File: config.mk
export PLATFORM = sky130hd
export DESIGN_NAME = pwl_activation
export DESIGN_NICKNAME = d
export VERILOG_FILES = /design/src/rtl/pwl_activation.sv
export SDC_FILE = /design/constraint.sdc
export NUM_CORES = 2
export LEC_CHECK = 0
export BUFFER_PORTS_ARGS = -buffer_cell sky130_fd_sc_hd__buf_2
export CAP_MARGIN = 20
export CORE_MARGIN = 5
export CORE_UTILIZATION = 45
export DETAILED_ROUTE_END_ITERATION = 6
export PLACE_DENSITY = 0.66
export SLEW_MARGIN = 20
export SYNTH_ARGS = -nofsm -noshare
export SYNTH_HDL_FRONTEND = slang
export SYNTH_SLANG_ARGS = --single-unit
File: constraint.sdc
create_clock -name CLK -period 14.45 [get_ports CLK]
set_input_delay 2.1675 -clock CLK [delete_from_list [all_inputs] [get_ports CLK]]
set_output_delay 2.1675 -clock CLK [all_outputs]
set_load 0.02 [all_outputs]
File: src/rtl/pwl_activation.sv
// Three-stage piecewise-linear activation: y = sat((slope[seg]*A) >>> SlopeFrac + intercept[seg]).
// Optional PWL_ROUND_EN adds half an LSB before the shift (round half up) instead of truncating.
module pwl_activation #(
    parameter int Width     = 24,
    parameter int CoefWidth = 16,
    parameter int SlopeFrac = 14
) (
    input  logic             CLK,
    input  logic             RST_n,
    input  logic             in_valid,
    output logic             in_ready,
    input  logic [Width-1:0] A,
    input  logic [4:0]       Seg,
    output logic             out_valid,
    input  logic             out_ready,
    output logic [Width-1:0] Y,
    input  logic             cfg_we,
    input  logic             cfg_sel,
    input  logic [4:0]       cfg_addr,
    input  logic [Width-1:0] cfg_data
);
    localparam int PW = Width + CoefWidth;
    localparam int SW = PW + 1;
    localparam logic signed [SW-1:0] YMAX = {{(CoefWidth+1){1'b0}}, 1'b0, {(Width-1){1'b1}}};
    localparam logic signed [SW-1:0] YMIN = {{(CoefWidth+1){1'b1}}, 1'b1, {(Width-1){1'b0}}};

    logic signed [CoefWidth-1:0] slope_q [32];
    logic signed [Width-1:0]     icpt_q  [32];

    logic                        v1_q, v2_q, v3_q;
    logic signed [Width-1:0]     a1_q;
    logic signed [CoefWidth-1:0] sl1_q;
    logic signed [Width-1:0]     ic1_q, ic2_q;
    logic signed [PW-1:0]        p2_q, p2_d;
    logic signed [Width-1:0]     y_q, y_d;
    logic signed [SW-1:0]        p_ext, s_sum;
    logic                        advance;

    // Handshake: a sample transfers when in_valid & in_ready, a result when out_valid & out_ready;
    // the whole pipe moves together whenever the output register is empty or being drained.
    assign advance   = out_ready | ~v3_q;
    assign in_ready  = advance;
    assign out_valid = v3_q;
    assign Y         = y_q;

    // Table writes ignore pipeline stalls; a same-edge read by stage 1 still sees the old entry.
    always_ff @(posedge CLK or negedge RST_n) begin
        if (!RST_n) begin
            for (int i = 0; i < 32; i++) begin
                slope_q[i] <= '0;
                icpt_q[i]  <= '0;
            end
        end else if (cfg_we) begin
            if (cfg_sel) icpt_q[cfg_addr]  <= cfg_data;
            else         slope_q[cfg_addr] <= cfg_data[CoefWidth-1:0];
        end
    end

    always_comb begin
        p2_d  = PW'(a1_q) * PW'(sl1_q);
        p_ext = {p2_q[PW-1], p2_q};
`ifdef PWL_ROUND_EN
        p_ext = p_ext + SW'(2 ** (SlopeFrac - 1));
`endif
        s_sum = (p_ext >>> SlopeFrac) + SW'(ic2_q);
        if (s_sum > YMAX)      y_d = YMAX[Width-1:0];
        else if (s_sum < YMIN) y_d = YMIN[Width-1:0];
        else                   y_d = s_sum[Width-1:0];
    end

    always_ff @(posedge CLK or negedge RST_n) begin
        if (!RST_n) begin
            v1_q  <= 1'b0;
            v2_q  <= 1'b0;
            v3_q  <= 1'b0;
            a1_q  <= '0;
            sl1_q <= '0;
            ic1_q <= '0;
            p2_q  <= '0;
            ic2_q <= '0;
            y_q   <= '0;
        end else if (advance) begin
            v1_q  <= in_valid;
            a1_q  <= A;
            sl1_q <= slope_q[Seg];
            ic1_q <= icpt_q[Seg];
            v2_q  <= v1_q;
            p2_q  <= p2_d;
            ic2_q <= ic1_q;
            v3_q  <= v2_q;
            y_q   <= y_d;
        end
    end
endmodule
==> impl_metrics.ini <==
[worst_setup_path]
endpoint_kind = flop
r2r_setup_slack_ns = 6.91
cp-start-kind = flop
arrival_ns = 8.19
critical_path_class = flop to flop
crit_required_ns = 15.10
path_max_fanout = 25

[synthesis]
synth_xor_area_share_pct = 0.462
synth_adder_area_share_pct = 11.6
synth_edf_count = 0
syn_area_per_cell_um2 = 13.6
synth-compound-area-share_pct = 2.04
post_synth_num_cell_types = 65
async_flop_share_pct = 100
ys_ff_latch = 1421
synth_top_family_by_area = multiplexers
muxShareOfSynthArea_pct = 30.7
yosys.area_share.simple_pct = 5.07
synth.yosys.seq_area_share_pct = 45.8
synth_area_um2 = 77700
synth_ff_type = dfrtp_1
syn_nets = 6259
yosysWarnings = 0
netlist_instances = 5700

[sta]
setup_viol = 0
tightest_slew_ns = 1.20
tns_ns = 0
fmax_mhz = 133
slew_violations = 0
finClkSkew_ns = 0.0225
period_needed_ns = 7.54
relSlewSlack_pct = 20.1
timing.final.crit_share_pct = 52.2
hold_slack_ns = 0.465
rsz0062_at_grt = false
timing.final.hold_violations = 0

[global_routing]
grt.total_usage_pct = 21.8
grt.overflow.total = 0
grt_pass1_wl_mm = 303
grt_pass1_vias = 48900
grt_max_degree = 180
grt_antenna_before_repair = 12

[clocking]
path_clk_slew_ns = 0.07
cts_tree = done
cts_resized = 0
cts_root_buf = clkbuf_16
htreeDepth = 4
clk_path_buf_depth = 3
cts_setup_buffers = 0
postCtsHoldBufs = 0
cts_buffers = 150
clk_latency_ns = 0.79
clkSinkCount = 1421

[placement]
dp_hpwl_mm = 117
portBuffers = 89
place_inst = 7756
routabilityCongestion = 0.846

[route]
finalWirelength_mm = 192
highest_layer = met5
wl_met2_mm = 93.6
wl_per_cell_um = 23.9
dr.pass1.iters = 5
wl_met3_mm = 8.65
postRouteAntennaNets = 0
remaining_drc_errors = 0
routed_via_density = 5.66
drtIter0Drc = 3237
vias = 45400
wl_met1_mm = 85.3

[power]
ir_drop_mv = 0.224
power.density_nw_per_um2 = 200
cellLeakagePower_uw = 0.0400

[cells_and_area]
fin_nets = 6160
layout.cells.non_filler = 8031
fillers = 14500
utilization_pct = 49.8
drive_gt1_share_pct = 37.7
area_growth_pct = 10.2

[floorplanning]
dieHeight_um = 425
num_rows = 152
fp.dieArea_um2 = 181000
core_um2 = 172000
fp.dieW_um = 425
io_pins = 90
initial_utilization_pct = 45.2

[min_path]
min_path_type = flop to flop

[status]
status = completed

[flow_run]
maxCapViolCount = 0
[final cells by class]
type / instances / area (um2) / share of cell area [%]
repair buffers: 185 / 1370 / 1.60
diodes: 7 / 17.5 / 0.0205
inverters: 460 / 1730 / 2.02
clock inverters: 46 / 691 / 0.807
clock buffers: 219 / 4340 / 5.07
multi-input cells: 3383 / 39000 / 45.6
well taps: 2310 / 2890 / 3.38
flip-flops and latches: 1421 / 35600 / 41.5
[Yosys cell counts (all sizes together) (32+ instances only)]
library cell  instances  share of area (%)
dfrtp              1421                 46
mux2               1281                 19
nand2               468                2.3
inv                 459                2.2
mux4                400                 12
fa                  374                9.6
clkbuf              369                1.8
and2                161                1.3
nor2                124               0.60
ha                  121                1.9
a21oi                87               0.57
o21ai                77               0.50
buf                  67               0.35
mux2i                40               0.52
a21o                 32               0.31
[cell usage in the layout, fill, tap and decap left out, types with 11 or more instances in the layout]
cell type  count
clkbuf_16    153
nand3_1       24
o21ai_0       73
xor2_1        13
a21oi_1       86
nor2_4        29
and2_1       158
o31ai_1       11
ha_1         121
mux2_2      1281
xnor2_1       28
dfrtp_1     1421
clkbuf_8      26
clkbuf_1      40
a21o_1        32
fa_1         374
nor2_1        76
nor2_2        19
buf_2         78
buf_4         92
clkinv_2      14
nand2b_1      19
mux2i_1       40
bufinv_16     11
nor3_1        19
nand2_1      465
inv_1        458
mux4_2       400
[flip-flops by register name, summed over array words and instances, names as in the netlist]
register and cells:
a1_q 24, p2_q 26, sl1_q 16, ic2_q 24, Y 24, out_valid 1
icpt_q 768, ic1_q 24, slope_q 512, v1_q 1, v2_q 1
[metrics by stage]
step | power, uW | cell area (um2) | setup WS, ns
finish | 17100 | 85600 | 6.91
global route | 18400 | 85600 | 6.48
CTS | 17200 | 85500 | 6.94
detailed placement | 13200 | 80500 | 7.03
global placement | 13000 | 80400 | 7.04
floorplan | 10900 | 77700 | 8.15
[worst max-delay path, stage by stage, from the launching register on]
cell	delay, ns
dfrtp_1	1.08
nand2_1	0.19
fa_1	0.57
inv_1	0.05
fa_1	0.53
inv_1	0.05
fa_1	0.51
inv_1	0.06
fa_1	0.50
fa_1	0.50
inv_1	0.05
fa_1	0.47
inv_1	0.05
ha_1	0.34
nand2_1	0.10
o31ai_1	0.42
a21oi_1	0.16
a21oi_1	0.47
o21ai_1	0.21
a31oi_1	0.45
o21a_1	0.23
o21ai_0	0.09
o311ai_0	0.30
[routing by layer]
layer | global-route usage (%) | vias up
li1 | - | 19500
met2 | 35.5 | 1014
met1 | 30.8 | 24700
met4 | 5.82 | 4
met5 | 0 | -
met3 | 3.19 | 239
[kinds of logic after synthesis]
logic type / after synthesis
AOI/OAI and AO/OA: 257
buffers and inverters: 896
and+or+nand+nor: 869
muxes: 1721
DFF: 1421
adders and majority gates: 495
xor gates and xnor gates: 41
[where the power goes]
part	total [uW]	switching, uW	internal [uW]
clock network	3950	1650	2300
registers	5120	472	4650
logic	8030	4560	3460
[path summary, 6_finish.rpt]
| kind | from | endpoint | cells after the start |
|---|---|---|---|
| worst min-delay path | v2_q | v2_q | 2 |
| worst max register to register | sl1_q[1] | p2_q[33] | 22 |
| min in group asynchronous | RST_n | icpt_q[29] | 1 |
| max in group asynchronous | RST_n | a1_q[0] | 4 |
| worst min register to register | v2_q | v2_q | 2 |
| worst max-delay path | sl1_q[1] | p2_q[33] | 22 |
No activity file was read; power rests on OpenSTA's default activity.
